## src/rtl/lotr_io_pkg.sv

```systemverilog
// Shared types and default constants for the lotr I/O debounce block.
package lotr_io_pkg;

   // Which accepted edges latch into the sticky event register.
   typedef enum logic [1:0] {
      RISE = 2'd0,
      FALL = 2'd1,
      BOTH = 2'd2
   } t_edge_sel;

   localparam int unsigned SYNC_STAGES_DEF  = 2;
   localparam int unsigned DEBOUNCE_CNT_DEF = 50000;

   // True when the selection lets rising edges set the sticky bit.
   function automatic logic edge_rise_en(input t_edge_sel sel);
      return (sel == RISE) || (sel == BOTH);
   endfunction

   // True when the selection lets falling edges set the sticky bit.
   function automatic logic edge_fall_en(input t_edge_sel sel);
      return (sel == FALL) || (sel == BOTH);
   endfunction

endpackage

```

## src/rtl/lotr_debounce_ch.sv

```systemverilog
// Single debounce channel: synchronizer chain, stability counter,
// debounced level flop and registered edge pulses.
module lotr_debounce_ch
   import lotr_io_pkg::*;
#(
   parameter int unsigned SYNC_STAGES  = SYNC_STAGES_DEF,
   parameter int unsigned DEBOUNCE_CNT = DEBOUNCE_CNT_DEF
) (
   input  logic clk,
   input  logic rst,
   input  logic raw,
   output logic stable,
   output logic rise,
   output logic fall,
   output logic rise_acc,
   output logic fall_acc
);

   localparam int unsigned   CW      = $clog2(DEBOUNCE_CNT + 1);
   localparam logic [CW-1:0] CNT_MAX = CW'(DEBOUNCE_CNT - 1);

   logic [SYNC_STAGES-1:0] sync_q;
   logic [CW-1:0]          cnt_q;
   logic                   s;
   logic                   differ;
   logic                   accept;

   assign s = sync_q[SYNC_STAGES-1];

   // Change is accepted on the edge where the counter already holds its
   // last value; rise_acc/fall_acc let the sticky logic set on that same edge.
   always_comb begin
      differ   = (s != stable);
      accept   = differ && (cnt_q == CNT_MAX);
      rise_acc = accept && s;
      fall_acc = accept && !s;
   end

   // Synchronizer chain, oldest sample at the top.
   always_ff @(posedge clk) begin
      if (rst) sync_q <= '0;
      else     sync_q <= {sync_q[SYNC_STAGES-2:0], raw};
   end

   // Stability counter: clears when stable or on acceptance, otherwise counts.
   always_ff @(posedge clk) begin
      if (rst)                   cnt_q <= '0;
      else if (!differ || accept) cnt_q <= '0;
      else                        cnt_q <= cnt_q + CW'(1);
   end

   // Debounced level and one-cycle edge pulses.
   always_ff @(posedge clk) begin
      if (rst) begin
         stable <= 1'b0;
         rise   <= 1'b0;
         fall   <= 1'b0;
      end else begin
         if (accept) stable <= s;
         rise <= rise_acc;
         fall <= fall_acc;
      end
   end

endmodule

```

## src/rtl/lotr_io_debounce.sv

```systemverilog
// Multi-channel input debouncer with sticky edge events and a summary flag.
module lotr_io_debounce
   import lotr_io_pkg::*;
#(
   parameter int unsigned WIDTH        = 16,
   parameter int unsigned SYNC_STAGES  = SYNC_STAGES_DEF,
   parameter int unsigned DEBOUNCE_CNT = DEBOUNCE_CNT_DEF,
   parameter t_edge_sel   EDGE_SEL     = BOTH
) (
   input  logic             QClk,
   input  logic             RstQnnnH,
   input  logic [WIDTH-1:0] RawIn,
   input  logic [WIDTH-1:0] ClrEvt,
   output logic [WIDTH-1:0] StableOut,
   output logic [WIDTH-1:0] RisePulse,
   output logic [WIDTH-1:0] FallPulse,
   output logic [WIDTH-1:0] EvtSticky,
   output logic             AnyEvt
);

   localparam logic RISE_EN = edge_rise_en(EDGE_SEL);
   localparam logic FALL_EN = edge_fall_en(EDGE_SEL);

   logic [WIDTH-1:0] rise_acc;
   logic [WIDTH-1:0] fall_acc;
   logic [WIDTH-1:0] evt_set;

   for (genvar i = 0; i < WIDTH; i++) begin : g_ch
      lotr_debounce_ch #(
         .SYNC_STAGES  (SYNC_STAGES),
         .DEBOUNCE_CNT (DEBOUNCE_CNT)
      ) u_ch (
         .clk      (QClk),
         .rst      (RstQnnnH),
         .raw      (RawIn[i]),
         .stable   (StableOut[i]),
         .rise     (RisePulse[i]),
         .fall     (FallPulse[i]),
         .rise_acc (rise_acc[i]),
         .fall_acc (fall_acc[i])
      );
   end

   // Edge events enabled by EDGE_SEL, aligned with the pulse-register edge.
   always_comb begin
      evt_set = (rise_acc & {WIDTH{RISE_EN}}) | (fall_acc & {WIDTH{FALL_EN}});
   end

   // Sticky events: write-1-to-clear, a coincident set takes priority.
   always_ff @(posedge QClk) begin
      if (RstQnnnH) EvtSticky <= '0;
      else          EvtSticky <= evt_set | (EvtSticky & ~ClrEvt);
   end

   // Registered summary of all sticky bits.
   always_ff @(posedge QClk) begin
      if (RstQnnnH) AnyEvt <= 1'b0;
      else          AnyEvt <= |EvtSticky;
   end

endmodule

```

## config.mk

```make
export PLATFORM = sky130hd
export DESIGN_NAME = lotr_io_debounce
export DESIGN_NICKNAME = d
export VERILOG_FILES = /design/src/rtl/lotr_io_pkg.sv /design/src/rtl/lotr_debounce_ch.sv /design/src/rtl/lotr_io_debounce.sv
export SDC_FILE = /design/constraint.sdc
export NUM_CORES = 1
export LEC_CHECK = 0
export ABC_AREA = 1
export BUFFER_PORTS_ARGS = -buffer_cell sky130_fd_sc_hd__buf_2
export CAP_MARGIN = 20
export CORE_MARGIN = 2
export CORE_UTILIZATION = 29
export CTS_BUF_LIST = sky130_fd_sc_hd__clkbuf_2
export CTS_CLUSTER_DIAMETER = 200
export DETAILED_ROUTE_END_ITERATION = 7
export PLACE_DENSITY = 0.43
export SETUP_SLACK_MARGIN = 0.15
export SYNTH_ARGS = -nofsm -noshare
export SYNTH_HDL_FRONTEND = slang
export SYNTH_SLANG_ARGS = --single-unit
```

## constraint.sdc

```tcl
create_clock -name QClk -period 2.9 [get_ports QClk]
set_input_delay 0.29 -clock QClk [delete_from_list [all_inputs] [get_ports QClk]]
set_output_delay 0.29 -clock QClk [all_outputs]
set_load 0.02 [all_outputs]
```

==> results.py, run 1 <==
metrics = {
    "yosys": {
        "ys_top_cells_by_count": "nor2_1 (454), nand2_1 (414), dfxtp_1 (353)",
        "ys_seq_area_frac": 0.4374,
        "ys_warn_count": 0,
        "synth-async-reset-ratio": 0,
        "synth_area_mm2": 0.01616,
        "synth-edff-count": 0,
        "ys_ff_latch": 353,
        "synth_area_leaders": "dfxtp_1 (44%), nor2_1 (11%), nand2_1 (9.6%), inv_1 (5.9%), nand3_1 (4.2%)",
        "yosysUniqueCellTypes": 36,
        "synth_fp_nets": 2262,
        "yosys.area.top_type_share": 0.4374,
        "avgSynthCellArea_um2": 7.304,
        "yosysTopAreaCell": "dfxtp_1",
        "synth_cells": 2212,
        "synth_most_common_cell": "nor2_1",
        "ys.flop_type": "dfxtp_1",
    },
    "pwr": {
        "power_density_mw_per_mm2": 454.4,
        "peakVddDrop_mv": 0.1815,
        "power_frac_clock": 0.403,
        "swShare": 0.2644,
        "power.switching_mw": 2.264,
        "p_comb_frac": 0.026,
        "p_seq_frac": 0.571,
        "p_leak_nw": 6.855,
        "p_int_mw": 6.301,
    },
    "detailed_routing": {
        "viasPerCell": 4.303,
        "remaining_drc_errors": 0,
        "vias": 14060,
        "first_iter_violations": 646,
        "ant_nets": 0,
        "first_pass_iters": 5,
        "wl_um": 38070,
        "wl_per_cell_um": 11.66,
    },
    "cts": {
        "cts_root_buf": "clkbuf_2",
        "cts_tree": "built",
        "clockBufferDepth": 3,
        "path_clk_slew_ns": 0.10,
        "postCtsSetupBuffers": 0,
        "clock-sinks": 353,
        "htreeDepth": 3,
        "clock_latency_ns": 1.02,
        "cts-buffers-inserted": 100,
    },
    "setup_path": {
        "critPathMaxFanout": 4,
        "crit_type": "reg -> out",
        "cp-end-kind": "primary output",
        "cp.depth": 1,
        "cp_slowest_cell": "dfxtp_1",
        "cp_num_buf_inv": 1,
        "arrival_ns": 1.69,
        "critPathMaxStageDelay_ns": 0.45,
        "critPathRequiredTime_ns": 2.61,
        "reg2regPathDepth": 8,
        "critPathTopFamily": "flip-flops",
        "cp-start-kind": "register",
        "worstPathCellList": "buf_2",
    },
    "floorplan": {
        "die_height_um": 240.0,
        "dieWidth_um": 240.0,
        "dieArea_mm2": 0.05762,
        "start_util": 0.2933,
        "rows": 86,
        "num_io_pins": 99,
        "core_mm2": 0.05509,
    },
    "global_routing": {
        "grt_max_degree": 29,
        "track_usage": 0.1353,
        "antenna_found_initial": 4,
        "grt-ovfl-total": 0,
        "grt_pass1_vias": 13320,
        "grt_pass1_wl_um": 63630,
    },
    "placement": {
        "dp_hpwl_um": 26850,
        "dp.cells": 2989,
        "gp_congestion": 0.7851,
        "port_buffers": 98,
    },
    "sta": {
        "tightest_slew_ns": 0.4595,
        "fin_worst_skew_ns": 0.04550,
        "grt_setup_unrepaired": "false",
        "relSlewSlack": 0.6920,
        "final-setup-viol-count": 0,
        "fin_crit_sh": 0.6836,
        "min_period_ns": 1.982,
        "max_freq_mhz": 504.4,
        "hold_viol": 0,
        "finalSetupTns_ns": 0,
        "drv_slew": 0,
    },
    "min_path": {
        "worstHoldPathCells": 4,
        "hp-class": "in -> reg",
    },
    "cells_and_area": {
        "regArea_mm2": 0.007067,
        "multi_input_area_mm2": 0.007517,
        "syn_to_final_growth_pct": 16.65,
        "nFillCells": 6058,
        "drive_gt1_frac": 0.1473,
        "final_nets": 2491,
        "finalNonFillerCells": 3266,
    },
    "run_status": {
        "status": "complete, no violations",
    },
    "run": {
        "cap_viol_max_count": 0,
    },
}
-- power by group through the flow --
| stage | Combinational, mW | Clock (mW) | Sequential, mW |
|---|---|---|---|
| floorplan | 0.0973 | 0 | 5.00 |
| global placement | 0.143 | 0 | 5.00 |
| detailed placement | 0.144 | 0 | 5.00 |
| CTS | 0.227 | 3.73 | 4.89 |
| global route | 0.251 | 4.01 | 4.90 |
| finish | 0.223 | 3.45 | 4.89 |
-- flip-flops by register name, indices dropped and copies added (netlist names) --
register          flops
AnyEvt                1
EvtSticky            16
g_ch.u_ch.cnt_q     256
g_ch.u_ch.fall       16
g_ch.u_ch.rise       16
g_ch.u_ch.stable     16
g_ch.u_ch.sync_q     32
-- layout make-up --
cell class	count	share of cell area
Inverter	262	0.05245
Antenna cell	6	0.0007967
Tap cell	748	0.04966
Timing Repair Buffer	199	0.07927
Clock inverter	30	0.006041
Clock buffer	143	0.03797
Multi-Input combinational cell	1525	0.3989
Sequential cell	353	0.3750
-- metrics by stage --
| step | setup slack [ns] | hold WS, ns | area [um^2] | util | power (mW) |
|---|---|---|---|---|---|
| global route | 0.6535 | 0.1770 | 18850 | 0.3421 | 9.154 |
| global placement | 1.173 | 0.3908 | 17020 | 0.3090 | 5.146 |
| floorplan | 1.523 | 0.3883 | 16160 | - | 5.095 |
| CTS | 0.6901 | 0.1604 | 18830 | 0.3418 | 8.852 |
| detailed placement | 1.138 | 0.3916 | 17020 | 0.3090 | 5.147 |
| finish | 0.9176 | 0.3491 | 18850 | 0.3421 | 8.565 |
-- per-layer routing --
metal	wire, um	track usage	vias up	part of all wire
met5	0	0	-	0
met2	16460	0.2119	206	0.43
met1	18680	0.1737	6262	0.49
met3	1904	0.04018	81	0.050
met4	1035	0.05421	0	0.027
li1	-	-	7506	-
-- cell usage in the layout, fill, tap and decap left out, types with 2 or more instances in the layout --
master         synthesis  routed
nor2_1               454     454
nand2_1              414     414
dfxtp_1              353     353
inv_1                256     256
clkbuf_2               0     143
nand3_1              135     135
a21oi_1              112     112
dlygate4sd3_1          0      98
buf_2                  2      98
nand4_1               73      73
xor2_1                62      62
nor3_1                49      49
nor2_2                47      47
nand2_2               26      26
xnor2_1               25      25
clkinv_1               0      23
o21ai_0               17      17
ha_1                  16      16
o31ai_1               15      15
nand3_2               13      13
nor3b_1               12      12
inv_2                  5      11
nor2_4                11      11
nand3b_1               9       9
o21bai_1               9       9
diode_2                0       6
a21oi_2                6       6
nor3_2                 4       4
o21a_1                 4       4
or2_0                  4       4
buf_4                 50       3
or2_2                  2       2
nand2_4                2       2
nor3_4                 2       2
o21ai_1                2       2
-- timing repair --
item,CTS,global route
gates resized for setup,0,0
hold buffers,98,0
endpoints found under the hold margin,125,0
-- worst paths after layout --
| check | start | to | slack [ns] |
|---|---|---|---|
| setup / recovery | g_ch[0].u_ch.stable | StableOut[0] | 0.92 |
| hold / removal | RstQnnnH | g_ch[6].u_ch.sync_q[1] | 0.35 |
| setup reg to reg | g_ch[2].u_ch.cnt_q[0] | EvtSticky[2] | 0.92 |
| hold reg to reg | g_ch[10].u_ch.sync_q[0] | g_ch[10].u_ch.sync_q[1] | 0.39 |
-- cell families (layout without fill, tap and decap cells) --
kind of cell,Yosys count,count (layout),share of synthesized area
AND/OR/NAND/NOR,1257,1257,0.3489
adder cells (fa/ha/maj),16,16,0.01239
flip-flops,353,353,0.4374
XOR/XNOR,87,87,0.04716
other,0,6,0
AO/OA/AOI/OAI,165,165,0.05684
buffers and inverters,334,634,0.09734
(Power assumes the default switching activity.)
==> run 2: changes to the inputs <==
PLACE_DENSITY = 0.45   (was 0.43)
clock period = 1.8 ns   (was 2.9 ns; I/O delays follow)
==> run 2 against run 1 <==
Against the previous run:
- sequential share of layout area fell by 0.75 points
- global-route usage is 0.12 points higher
- design area is 3.5% higher
- die area did not move
- core utilization grew 1.2 points
- first-iteration DRC count grew 0.31%
- critical path type unchanged
- largest power group unchanged
==> results.py, run 2 (same netlist as run 1, synthesis figures left out) <==
metrics = {
    "pwr": {
        "swShare": 0.2600,
        "total_power_mw": 14.28,
        "power_density_mw_per_mm2": 732.2,
        "p_comb_frac": 0.026,
        "p_leak_nw": 6.966,
        "power_frac_clock": 0.423,
        "p_seq_frac": 0.551,
        "power.switching_mw": 3.713,
        "peakVddDrop_mv": 0.3356,
        "p_int_mw": 10.57,
    },
    "detailed_routing": {
        "first_pass_iters": 5,
        "first_iter_violations": 648,
        "viasPerCell": 4.373,
        "ant_nets": 0,
        "vias": 14300,
        "wl_um": 38920,
        "wl_per_cell_um": 11.90,
        "remaining_drc_errors": 0,
    },
    "setup_path": {
        "cp_slowest_cell": "dfxtp_4",
        "cp_num_buf_inv": 1,
        "critPathMaxStageDelay_ns": 0.39,
        "cp-end-kind": "primary output",
        "arrival_ns": 1.56,
        "critPathMaxFanout": 2,
        "reg2reg_from": "g_ch[15].u_ch.stable",
        "crit_type": "reg -> out",
        "critPathTopFamily": "flip-flops",
        "critical_path.startpoint": "EvtSticky[14]",
        "critPathRequiredTime_ns": 1.62,
        "worstPathCellList": "buf_6",
        "cp-start-kind": "register",
    },
    "sta": {
        "relSlewSlack": 0.6937,
        "fin_crit_sh": 0.9655,
        "max_freq_mhz": 575.4,
        "drv_slew": 0,
        "hold_viol": 0,
        "min_period_ns": 1.738,
        "fin_worst_skew_ns": 0.09251,
        "grt_setup_unrepaired": "true",
        "tightest_slew_ns": 0.4595,
        "final-setup-viol-count": 0,
    },
    "cells_and_area": {
        "syn_to_final_growth_pct": 20.72,
        "reg.largest.list": "g_ch.u_ch.cnt_q (256), g_ch.u_ch.sync_q (32)",
        "final_common_cell": "nor2_1",
        "fin_area_mm2": 0.01951,
        "top_register": "g_ch.u_ch.cnt_q",
        "drive_gt1_frac": 0.1867,
        "finalNonFillerCells": 3271,
        "nFillCells": 5956,
        "largest_reg_flops": 256,
        "layout_common_cells": "nor2_1 (454), nand2_1 (413), dfxtp_1 (288)",
        "final_nets": 2491,
    },
    "floorplan": {
        "num_io_pins": 99,
        "die_height_um": 240.0,
        "rows": 86,
        "dieWidth_um": 240.0,
        "start_util": 0.2933,
        "core_mm2": 0.05509,
        "dieArea_mm2": 0.05762,
    },
    "placement": {
        "dp.cells": 2988,
        "dp_hpwl_um": 27190,
        "port_buffers": 98,
        "gp_congestion": 0.8038,
        "place_area_mm2": 0.01704,
    },
    "cts": {
        "cts_root_buf": "clkbuf_2",
        "htreeDepth": 3,
        "clock-sinks": 353,
        "clock_latency_ns": 1.06,
        "cts-buffers-inserted": 101,
        "cts_tree": "built",
        "clockBufferDepth": 3,
        "path_clk_slew_ns": 0.10,
    },
    "min_path": {
        "hp-class": "in -> reg",
        "hp-start": "RstQnnnH",
    },
    "global_routing": {
        "grt-ovfl-total": 0,
        "track_usage": 0.1365,
        "antenna_found_initial": 3,
        "grt_pass1_wl_um": 64150,
        "grt_pass1_vias": 13670,
        "grt_max_degree": 31,
    },
    "run_status": {
        "status": "complete, no violations",
    },
    "run": {
        "cap_viol_max_count": 0,
    },
}
-- run 2: cell types whose count changed in the layout (fill, tap and decap cells not counted), moves of 4 or more --
cell	previous run	this run
buf_6	0	65
buf_4	3	18
buf_2	98	33
dfxtp_4	0	8
nand2_4	2	15
dfxtp_1	353	288
dfxtp_2	0	57
clkinv_1	23	19
dlygate4sd3_1	98	77
inv_2	11	7
clkbuf_2	143	155
nand2_2	26	16
-- run 2: metal layers --
metal	track usage	vias up	wire (um)
li1	-	7486	-
met1	0.1727	6496	18710
met2	0.2176	238	17090
met3	0.04386	82	2238
met4	0.04762	2	870
met5	0	-	13
-- run 2: final cells by class --
class	instances	area, um^2	area share
inverter	262	988.4	0.05068
sequential	353	7168	0.3675
clock inverter	25	148.9	0.007634
antenna	5	12.51	0.0006415
multi-input combinational	1528	7632	0.3913
tap	748	935.9	0.04798
timing repair buffer	195	1843	0.09449
clock buffer	155	775.7	0.03977
-- run 2: final timing paths --
| check | slack, ns | cells past startpoint | end |
|---|---|---|---|
| worst min register to register | 0.31 | 2 | g_ch[1].u_ch.sync_q[1] |
| worst min-delay path | 0.23 | 5 | g_ch[4].u_ch.stable |
| worst max-delay path | 0.06 | 1 | EvtSticky[14] |
| worst max register to register | 0.25 | 7 | g_ch[15].u_ch.rise |
-- run 2: power by group through the flow --
stage | clock (mW) | sequential (mW) | combinational (mW)
2_1_floorplan | 0 | 8.05 | 0.157
3_3_place_gp | 0 | 8.06 | 0.236
3_5_place_dp | 0 | 8.06 | 0.239
4_1_cts | 6.47 | 7.87 | 0.366
5_1_grt | 6.88 | 7.87 | 0.411
6_report | 6.05 | 7.86 | 0.371
-- run 2: worst min-delay path: cells and delay by family --
family,cells,cell delay [ns]
buf+inv,3,0.92
simple gates,2,0.16
-- run 2: per-stage QoR --
stage	setup TNS [ns]	utilization	setup slack [ns]	hold slack, ns
6_report	0	0.3540	0.06203	0.2290
2_1_floorplan	0	-	0.4226	0.2835
3_5_place_dp	0	0.3093	0.2073	0.3729
5_1_grt	-5.672	0.3540	-0.1597	0.09291
3_3_place_gp	0	0.3093	0.2099	0.3706
4_1_cts	-4.426	0.3512	-0.1451	0.06575
-- run 2: timing repair --
item,CTS,global route
pin swaps,0,3
cloned,0,3
buffers inserted,15,3
hold buffers,77,0
resized for setup,200,22
setup endpoints to repair,65,246
hold endpoints to repair,189,0
